`src/rtl/time_set_converter_pkg.sv`:
```
// Shared widths, limits, FSM encoding and time-arithmetic helpers for the
// alarm-clock time-entry block.
package time_set_converter_pkg;

    localparam int HOURS_W   = 5;
    localparam int MINUTES_W = 6;
    localparam int SECONDS_W = 6;

    typedef logic [HOURS_W-1:0]   hours_t;
    typedef logic [MINUTES_W-1:0] minutes_t;
    typedef logic [SECONDS_W-1:0] seconds_t;

    localparam hours_t   HOURS_24_MAX = 5'd23;
    localparam hours_t   HOURS_12_MAX = 5'd12;
    localparam minutes_t MINUTES_MAX  = 6'd59;

    localparam logic [1:0] ST_IDLE   = 2'd0;
    localparam logic [1:0] ST_EDIT   = 2'd1;
    localparam logic [1:0] ST_COMMIT = 2'd2;

    typedef struct packed {
        logic   pm;
        hours_t hours;
    } disp_hours_t;

    // Out-of-range hours are captured as midnight before any 12 h folding.
    function automatic disp_hours_t capture_hours(input hours_t h24, input logic mode_12h);
        disp_hours_t r;
        hours_t      h;
        h       = (h24 > HOURS_24_MAX) ? '0 : h24;
        r.pm    = 1'b0;
        r.hours = h;
        if (mode_12h) begin
            if (h == '0) begin
                r.hours = HOURS_12_MAX;
            end else if (h >= HOURS_12_MAX) begin
                r.pm = 1'b1;
                if (h != HOURS_12_MAX) begin
                    r.hours = h - HOURS_12_MAX;
                end
            end
        end
        return r;
    endfunction

    // In 12 h mode the AM/PM flip happens on 11->12, not on 12->1.
    function automatic disp_hours_t next_hours(input disp_hours_t cur, input logic mode_12h);
        disp_hours_t r;
        r = cur;
        if (!mode_12h) begin
            r.hours = (cur.hours == HOURS_24_MAX) ? '0 : cur.hours + hours_t'(1);
        end else if (cur.hours == HOURS_12_MAX) begin
            r.hours = hours_t'(1);
        end else begin
            if (cur.hours == HOURS_12_MAX - hours_t'(1)) begin
                r.pm = ~cur.pm;
            end
            r.hours = cur.hours + hours_t'(1);
        end
        return r;
    endfunction

endpackage

```
`src/rtl/time_set_converter_if.sv`:
```
// Button-side strobes, display view and valid/ready offer to the time counter.
interface time_set_converter_if;
    import time_set_converter_pkg::*;

    logic     i_12h_mode;
    hours_t   i_cur_hours;
    minutes_t i_cur_minutes;
    logic     i_start;
    logic     i_inc_hours;
    logic     i_inc_minutes;
    logic     i_commit;
    logic     i_cancel;
    logic     i_set_ready;
    logic     o_editing;
    hours_t   o_disp_hours;
    minutes_t o_disp_minutes;
    logic     o_disp_pm;
    logic     o_set_valid;
    hours_t   o_hours;
    minutes_t o_minutes;
    seconds_t o_seconds;

    modport master (
        output i_12h_mode, i_cur_hours, i_cur_minutes, i_start, i_inc_hours,
               i_inc_minutes, i_commit, i_cancel, i_set_ready,
        input  o_editing, o_disp_hours, o_disp_minutes, o_disp_pm, o_set_valid,
               o_hours, o_minutes, o_seconds
    );

    modport slave (
        input  i_12h_mode, i_cur_hours, i_cur_minutes, i_start, i_inc_hours,
               i_inc_minutes, i_commit, i_cancel, i_set_ready,
        output o_editing, o_disp_hours, o_disp_minutes, o_disp_pm, o_set_valid,
               o_hours, o_minutes, o_seconds
    );
endinterface

```
`src/rtl/time_set_converter_display_to_24h.sv`:
```
// Converts a staged display-format hour (12 h with PM flag, or plain 24 h)
// back to 24 h format.
module display_to_24h
    import time_set_converter_pkg::*;
(
    input  logic   mode_12h_i,
    input  hours_t hours_i,
    input  logic   pm_i,
    output hours_t hours_24_o
);

    // 12 AM is midnight (0) and 12 PM is noon (12); other PM hours shift by 12.
    always_comb begin
        hours_24_o = hours_i;
        if (mode_12h_i) begin
            if (hours_i == HOURS_12_MAX) begin
                hours_24_o = pm_i ? HOURS_12_MAX : '0;
            end else if (pm_i) begin
                hours_24_o = hours_i + HOURS_12_MAX;
            end
        end
    end

endmodule

```
`src/rtl/time_set_converter.sv`:
```
// Time-entry FSM: captures current time in display format, edits it with
// increment strobes and offers the 24 h result over valid/ready.
module time_set_converter
    import time_set_converter_pkg::*;
(
    input  logic                 i_clk,
    input  logic                 i_reset,
    time_set_converter_if.slave  bus
);

    logic [1:0]  state_q, state_d;
    logic        mode_12h_q, mode_12h_d;
    disp_hours_t disp_q, disp_d;
    minutes_t    minutes_q, minutes_d;
    logic        editing_q, editing_d;
    logic        valid_q, valid_d;
    hours_t      out_hours_q, out_hours_d;
    minutes_t    out_minutes_q, out_minutes_d;
    hours_t      hours_24;

    display_to_24h u_display_to_24h (
        .mode_12h_i (mode_12h_q),
        .hours_i    (disp_q.hours),
        .pm_i       (disp_q.pm),
        .hours_24_o (hours_24)
    );

    // Within EDIT, cancel beats commit and commit beats the increments.
    always_comb begin
        state_d       = state_q;
        mode_12h_d    = mode_12h_q;
        disp_d        = disp_q;
        minutes_d     = minutes_q;
        out_hours_d   = out_hours_q;
        out_minutes_d = out_minutes_q;
        case (state_q)
            ST_IDLE: begin
                if (bus.i_start) begin
                    state_d    = ST_EDIT;
                    mode_12h_d = bus.i_12h_mode;
                    disp_d     = capture_hours(bus.i_cur_hours, bus.i_12h_mode);
                    minutes_d  = (bus.i_cur_minutes > MINUTES_MAX) ? '0 : bus.i_cur_minutes;
                end
            end
            ST_EDIT: begin
                if (bus.i_cancel) begin
                    state_d = ST_IDLE;
                end else if (bus.i_commit) begin
                    state_d       = ST_COMMIT;
                    out_hours_d   = hours_24;
                    out_minutes_d = minutes_q;
                end else begin
                    if (bus.i_inc_hours) begin
                        disp_d = next_hours(disp_q, mode_12h_q);
                    end
                    if (bus.i_inc_minutes) begin
                        minutes_d = (minutes_q == MINUTES_MAX) ? '0 : minutes_q + minutes_t'(1);
                    end
                end
            end
            ST_COMMIT: begin
                if (bus.i_set_ready) begin
                    state_d = ST_IDLE;
                end
            end
            default: state_d = ST_IDLE;
        endcase
        editing_d = (state_d == ST_EDIT);
        valid_d   = (state_d == ST_COMMIT);
    end

    always_ff @(posedge i_clk or posedge i_reset) begin
        if (i_reset) begin
            state_q       <= ST_IDLE;
            mode_12h_q    <= 1'b0;
            disp_q        <= '0;
            minutes_q     <= '0;
            editing_q     <= 1'b0;
            valid_q       <= 1'b0;
            out_hours_q   <= '0;
            out_minutes_q <= '0;
        end else begin
            state_q       <= state_d;
            mode_12h_q    <= mode_12h_d;
            disp_q        <= disp_d;
            minutes_q     <= minutes_d;
            editing_q     <= editing_d;
            valid_q       <= valid_d;
            out_hours_q   <= out_hours_d;
            out_minutes_q <= out_minutes_d;
        end
    end

    assign bus.o_editing      = editing_q;
    assign bus.o_disp_hours   = disp_q.hours;
    assign bus.o_disp_pm      = disp_q.pm;
    assign bus.o_disp_minutes = minutes_q;
    assign bus.o_set_valid    = valid_q;
    assign bus.o_hours        = out_hours_q;
    assign bus.o_minutes      = out_minutes_q;
    assign bus.o_seconds      = '0;

endmodule

```
`src/flat_wrapper.sv`:
```
// flat-port wrapper written by rule: the top's interface ports become plain ports
module time_set_converter_flat import time_set_converter_pkg::*;
  (i_clk, i_reset, bus_i_12h_mode, bus_i_cur_hours, bus_i_cur_minutes, bus_i_start, bus_i_inc_hours, bus_i_inc_minutes, bus_i_commit, bus_i_cancel, bus_i_set_ready, bus_o_editing, bus_o_disp_hours, bus_o_disp_minutes, bus_o_disp_pm, bus_o_set_valid, bus_o_hours, bus_o_minutes, bus_o_seconds);
  time_set_converter_if bus_i ();
  input  logic i_clk;
  input  logic i_reset;
  input wire logic [$bits(bus_i.i_12h_mode)-1:0] bus_i_12h_mode;
  input wire logic [$bits(bus_i.i_cur_hours)-1:0] bus_i_cur_hours;
  input wire logic [$bits(bus_i.i_cur_minutes)-1:0] bus_i_cur_minutes;
  input wire logic [$bits(bus_i.i_start)-1:0] bus_i_start;
  input wire logic [$bits(bus_i.i_inc_hours)-1:0] bus_i_inc_hours;
  input wire logic [$bits(bus_i.i_inc_minutes)-1:0] bus_i_inc_minutes;
  input wire logic [$bits(bus_i.i_commit)-1:0] bus_i_commit;
  input wire logic [$bits(bus_i.i_cancel)-1:0] bus_i_cancel;
  input wire logic [$bits(bus_i.i_set_ready)-1:0] bus_i_set_ready;
  output wire logic [$bits(bus_i.o_editing)-1:0] bus_o_editing;
  output wire logic [$bits(bus_i.o_disp_hours)-1:0] bus_o_disp_hours;
  output wire logic [$bits(bus_i.o_disp_minutes)-1:0] bus_o_disp_minutes;
  output wire logic [$bits(bus_i.o_disp_pm)-1:0] bus_o_disp_pm;
  output wire logic [$bits(bus_i.o_set_valid)-1:0] bus_o_set_valid;
  output wire logic [$bits(bus_i.o_hours)-1:0] bus_o_hours;
  output wire logic [$bits(bus_i.o_minutes)-1:0] bus_o_minutes;
  output wire logic [$bits(bus_i.o_seconds)-1:0] bus_o_seconds;
  assign bus_i.i_12h_mode = bus_i_12h_mode;
  assign bus_i.i_cur_hours = bus_i_cur_hours;
  assign bus_i.i_cur_minutes = bus_i_cur_minutes;
  assign bus_i.i_start = bus_i_start;
  assign bus_i.i_inc_hours = bus_i_inc_hours;
  assign bus_i.i_inc_minutes = bus_i_inc_minutes;
  assign bus_i.i_commit = bus_i_commit;
  assign bus_i.i_cancel = bus_i_cancel;
  assign bus_i.i_set_ready = bus_i_set_ready;
  assign bus_o_editing = bus_i.o_editing;
  assign bus_o_disp_hours = bus_i.o_disp_hours;
  assign bus_o_disp_minutes = bus_i.o_disp_minutes;
  assign bus_o_disp_pm = bus_i.o_disp_pm;
  assign bus_o_set_valid = bus_i.o_set_valid;
  assign bus_o_hours = bus_i.o_hours;
  assign bus_o_minutes = bus_i.o_minutes;
  assign bus_o_seconds = bus_i.o_seconds;
  time_set_converter u_core (.i_clk(i_clk), .i_reset(i_reset), .bus(bus_i));
endmodule
```
`config.mk`:
```
export PLATFORM = sky130hd
export DESIGN_NAME = time_set_converter_flat
export DESIGN_NICKNAME = d
export VERILOG_FILES = /design/src/rtl/time_set_converter_pkg.sv /design/src/rtl/time_set_converter_if.sv /design/src/rtl/time_set_converter_display_to_24h.sv /design/src/rtl/time_set_converter.sv /design/src/flat_wrapper.sv
export SDC_FILE = /design/constraint.sdc
export NUM_CORES = 1
export LEC_CHECK = 0
export CORE_ASPECT_RATIO = 1.2
export CORE_MARGIN = 8
export CORE_UTILIZATION = 48
export CTS_CLUSTER_SIZE = 24
export DETAILED_ROUTE_END_ITERATION = 10
export PLACE_DENSITY = 0.78
export SLEW_MARGIN = 25
export SYNTH_ARGS = -nofsm -noshare
export SYNTH_HDL_FRONTEND = slang
export SYNTH_SLANG_ARGS = --single-unit
```
`constraint.sdc`:
```
create_clock -name i_clk -period 1.79 [get_ports i_clk]
set_clock_uncertainty 0.2 [all_clocks]
set_input_delay 0.358 -clock i_clk [delete_from_list [all_inputs] [get_ports i_clk]]
set_output_delay 0.358 -clock i_clk [all_outputs]
set_load 0.01 [all_outputs]
```
**Yosys cells after proc, flatten, opt, wreduce, memory -nomap -nowiden**

Cells that the tools add are included.

- Bits in registers: 28
- Bits in latches: 0
- Memory bits (writable): 0
- Memory bits (read-only): 0
- Bits of input ports: 20
- Output and inout port bits: 31
- Logic and storage cells: 76
- Memories: 0

- Add/subtract/negate cells: 4
- Multiply operators: 0
- Divide/modulo/power cells: 0
- $lt $le $gt $ge: 3
- Equal/unequal tests: 17
- Shift-type cells: 0
- Multiplexer cells: 33
- Bitwise operators: 2
- Reductions and logical operators: 8

Operator list:

| cell | number |
|---|---|
| $mux W6 | 12 |
| $mux W5 | 9 |
| $pmux W6 S2 | 2 |
| $ne A2 B2 Y1 const B | 6 |
| $eq A5 B4 Y1 const B | 2 |
| $reduce_and A5 Y1 | 2 |
| $mux W2 | 4 |
| $reduce_and A8 Y1 | 1 |
| $add A6 B1 Y6 const B | 1 |
| $eq A6 B6 Y1 const B | 1 |
| $gt A6 B6 Y1 const B | 1 |
| $pmux W2 S3 | 1 |
| $add A5 B1 Y5 const B | 1 |
| $add A5 B4 Y5 const B | 1 |
| $eq A5 B5 Y1 const B | 1 |
| $ge A5 B4 Y1 const B | 1 |
| $gt A5 B5 Y1 const B | 1 |
| $logic_not A5 Y1 | 1 |
| $ne A5 B4 Y1 const B | 1 |
| $sub A5 B4 Y5 const B | 1 |
| $eq A2 B1 Y1 const B | 2 |
| $eq A2 B2 Y1 const B | 2 |
| $mux W1 | 4 |
| $mux W4 | 1 |
| other kinds (6) | 8 |

**Longest topological paths before layout**

- Depth in word-level cells: 9
- Depth in mapped cells: 9
- Mapped depth without buffers: 8

**Modules after synthesis**

A second synthesis with hierarchy kept.

- Cell total of the unflattened synthesis: 185
- Area, all modules: 1734.2 sq um

By module, submodules not included:

| module | instances | cells each | area each (sq um) | sequential area each (sq um) |
|---|---|---|---|---|
| time_set_converter | 1 | 169 | 1605.3 | 700.7 |
| display_to_24h | 1 | 16 | 128.9 | 0.0 |

**Least setup slack after synthesis**

OpenSTA, ideal clock, no wires.

- Path type: input to register
- Start: input bus_i_cur_hours[4]
- End: register u_core.disp_q, in the netlist u_core.bus.o_disp_hours[3]
- Library setup time: 0.131 ns
- Data arrival time: 1.655 ns
- Data required time: 1.459 ns
- Slack: -0.196 ns
- Stages: 8
- Buffers on the path: 1
- Path through: buf_2 -> nand2b_1 -> ha_1 -> mux2_2 -> a22oi_1 -> o22ai_1 -> a21oi_1 -> o21ai_1

- Word-level cells in the longest chain between the ends: 9
- Elaborated cells between the ends (all ways): 12
- Those cells by class: add/sub (1); order compare (2); eq/ne (1); mux (7); reduce/logical (1)

Ends and longest elaborated chain:

| what | line | source |
|---|---|---|
| start, declared | flat_wrapper.sv:8 | `input wire logic [$bits(bus_i.i_cur_hours)-1:0] bus_i_cur_hours;` |
| $gt A5 B5 Y1 | time_set_converter_pkg.sv:30 | `h = (h24 > HOURS_24_MAX) ? '0 : h24;` |
| $mux W5 * | time_set_converter_pkg.sv:30 |  |
| $sub A5 B4 Y5 / $ne A5 B4 Y1 (equally long branches) | time_set_converter_pkg.sv:39, time_set_converter_pkg.sv:38 |  |
| $mux W5 | time_set_converter_pkg.sv:38 | `if (h != HOURS_12_MAX) begin` |
| $mux W6 | time_set_converter_pkg.sv:36 | `end else if (h >= HOURS_12_MAX) begin` |
| $mux W5 | time_set_converter_pkg.sv:34 | `if (h == '0) begin` |
| $mux W6 * | time_set_converter_pkg.sv:33 | `if (mode_12h) begin` |
| $mux W6 * | time_set_converter.sv:38 | `if (bus.i_start) begin` |
| $pmux W6 S2 * | time_set_converter.sv:36 | `case (state_q)` |
| end signal, assigned | time_set_converter.sv:85 | `disp_q <= disp_d;` |
| end, declared | time_set_converter.sv:13 | `disp_hours_t disp_q, disp_d;` |

Mark *: on every way between the ends. The rest lies on a longest branch, timed or not. The select of a mux whose other input is x is not followed.
A chain may end at the register's enable or synchronous reset.

**Worst setup path after layout**

- Start: register u_core.disp_q, in the netlist u_core.bus.o_disp_hours[2]
- End: output bus_o_disp_hours[2]

RTL lines:

| what | line | source |
|---|---|---|
| end, declared | flat_wrapper.sv:17 | `output wire logic [$bits(bus_i.o_disp_hours)-1:0] bus_o_disp_hours;` |

No word-level cell between the ends.

==> metrics.md <==
| Metric | Value |
|---|---|
| Post-Layout Cell Count | `334` |
| Power Total | `3.37 mW` |
| Post-synth EDFFs | `0` |
| Post-DR wirelength/cell | `15.8 um` |
| Final Util | `77.4%` |
| Die Wd | `71.6 um` |
| Pwr/cell area | `1210 mW/mm2` |
| Initial core utilization | `49.4%` |
| Initial antenna violation count | `0` |
| Worst hold slack | `0.236 ns` |
| DRT Pass-1 Iters | `4` |
| Critical path endpoint category | `primary output` |
| Multiplexer share of the synthesized area | `1.26%` |
| Die ar. | `0.00592 mm2` |
| # DRC | `0` |
| Overall die height | `82.7 um` |
| Syn_area_per_cell | `8.86 um2` |
| Crit Path Category | `flop to primary output` |
| Post-synthesis xor/xnor area fraction | `0.984%` |
| Vias in the first global route | `1,879` |
| RSZ-0062 raised after global routing | `yes` |
| Pins Over Slew Limit | `0` |
| Netlist cell types | `49` |
| Gpl congestion | `0.844` |
| Final setup fails | `0` |
| Clock root cell | `clkbuf_8` |
| Bufs on Longest Clock Path | `2` |
| Skew-Pair Late Insertion Delay | `0.28 ns` |
| N_diodes | `0` |
| Synth async-reset ratio | `100%` |
| Post-synthesis register bit count | `28` |
| Leakage | `1.36 nW` |
| TritonCTS clock tree | `built` |
| Achievable clock frequency | `564 MHz` |
| Num rows | `24` |
| Fin Setup TNS | `0 ns` |
| Total grt overflow | `0` |
| Clock tree sinks | `28` |
| Hold Path Class | `input pin to async pin` |
| Vias/cell | `5.52` |
| Placed cells | `319` |
| Nets | `325` |
| Compound-cell area share of the yosys netlist | `22.8%` |
| Via Count | `1,845` |
| Max cap viols | `0` |
| Final hold vios | `0` |
| # H-tree levels | `1` |
| Area delta synth->final | `56.6%` |
| IO Pins | `51` |
| Area share of and/or/nand/nor cells after synthesis | `22.6%` |
| Status | `complete, no violations` |
| Final period util | `99.1%` |
| Maximum number of pins on one net before global-route repair | `29` |
| DRT iter0 DRCs | `117` |
| PortBufs | `44` |
| VDD IR max | `0.515 mV` |
| Syn Inst Count | `201` |
| Synth Flop Type | `dfrtp_1` |
| Largest family of logic cells by synthesized area | `compound AO/OA/AOI/OAI gates` |
| Total core area | `0.00360 mm2` |
| CP required | `1.23 ns` |
| Yosys Warn Count | `0` |
| Antenna-violating nets left | `0` |
| Final HPWL DP | `3.88 mm` |
| Layout cells sized above 1 | `30.8%` |
| Total Routing Usage GR | `17.2%` |
| CTS buffer count | `3` |
| Synth Area in Adders | `6.32%` |
| Register area share after synthesis | `39.4%` |
| Final WL | `5.28 mm` |
| Worst Path Arrival | `1.22 ns` |
| Critical path peak fanout | `3` |
| CP Launch Type | `flop` |
| First-pass GRT wire length | `8.22 mm` |
| Clock-pin slew on the worst setup and hold paths | `0.09 ns` |
| Cell Area, Synth | `0.00178 mm2` |
| Minimum clock period | `1.77 ns` |
==> cell usage after synthesis, types with 4 or more instances <==
library cell   n  area (um2)
nand2_1       37         139
dfrtp_1       28         701
o21ai_0       12        60.1
nor2_1        11        41.3
inv_1         10        37.5
o21ai_1       10        50.1
a21oi_1        9        45.0
ha_1           9         113
buf_4          7        52.6
nand3_1        7        35.0
a22oi_1        4        30.0
==> state kept, by name (all words and copies together) (netlist names) <==
register                   cells
u_core.bus.o_disp_minutes      6
u_core.state_q                 2
u_core.bus.o_hours             5
u_core.bus.o_disp_hours        5
u_core.bus.o_set_valid         1
u_core.mode_12h_q              1
u_core.bus.o_disp_pm           1
u_core.bus.o_minutes           6
u_core.bus.o_editing           1
==> logic make-up after synthesis <==
kind of cell,after synthesis
multiplexers,2
other,1
buffers and inverters,21
adder cells (fa/ha/maj),9
flip-flops,28
AO/OA/AOI/OAI,60
AND/OR/NAND/NOR,78
XOR/XNOR,2
==> worst max-delay path, stage by stage (launching register included) <==
cell and delay (ns):
dfrtp_2 0.42, buf_4 0.14, buf_4 0.14, clkdlybuf4s15_1 0.23
==> where the power goes <==
part           total [mW]  switching [mW]  internal [mW]
Clock               0.400           0.203          0.197
Combinational        1.88           0.887          0.993
Sequential           1.09           0.196          0.890
==> placed cells by master (no fill, tap or decap), types with 2 or more instances in the layout <==
master and count:
dfrtp_2 5, o211ai_1 3, a21oi_1 9, o31ai_1 3
ha_2 2, dfrtp_1 23, dlygate4sd2_1 6, mux2_2 2
o21ai_0 11, a32oi_1 2, conb_1 6, o21ai_1 10
a22oi_1 3, nor3b_2 2, dlymetal6s2s_1 5, nand3_1 6
o21ai_2 2, nor2b_1 3, inv_1 9, clkdlybuf4s50_1 30
ha_1 6, nor3_1 3, nand4b_1 2, a31oi_1 2
nor2_1 10, a22o_1 2, buf_4 50, nand2_1 34
nand2_4 3, nor3b_4 2, clkbuf_8 4
==> area by class of cell <==
type                            instances  area, um2
Tap cell                               39       48.8
Timing Repair Buffer                   96        848
Clock buffer                            4       55.1
Fill cell                             252        815
Multi-Input combinational cell        157       1090
Inverter                               10       37.5
Sequential cell                        28        707
==> worst paths after layout <==
| path | start | to | slack [ns] | cells after the start |
|---|---|---|---|---|
| max in group asynchronous | i_reset | u_core.bus.o_disp_minutes[5] | 0.87 | 3 |
| max reg2reg | u_core.bus.o_disp_hours[2] | u_core.bus.o_disp_hours[3] | 0.03 | 7 |
| max | u_core.bus.o_disp_hours[2] | bus_o_disp_hours[2] | 0.02 | 3 |
| min in group i_clk | u_core.bus.o_minutes[4] | u_core.bus.o_minutes[4] | 0.28 | 2 |
| min | i_reset | u_core.bus.o_set_valid | 0.24 | 3 |
| min reg2reg | u_core.bus.o_minutes[4] | u_core.bus.o_minutes[4] | 0.28 | 2 |
==> per-stage QoR <==
step,worst slack (ns),instance area [um2]
global route,-0.107,2790
finish,0.0166,2790
floorplan,-0.0453,1840
detailed placement,-0.611,2570
CTS,0.00257,2690
global placement,-0.546,2570
==> timing repair <==
item	in CTS	in global routing
setup endpoints to repair	17	17
pin swaps	2	8
buffers inserted	8	3
hold buffers	0	0
gates resized for setup	19	24
==> routing by layer <==
metal  track usage, %  vias up  routed length (um)
li1                 -      899                   -
met1             16.7      878                2040
met2             34.0       57                2810
met3             4.47       11                 308
met4             6.95        0                 125
met5                0        -                   0
Power figures use the tool's default switching activity.
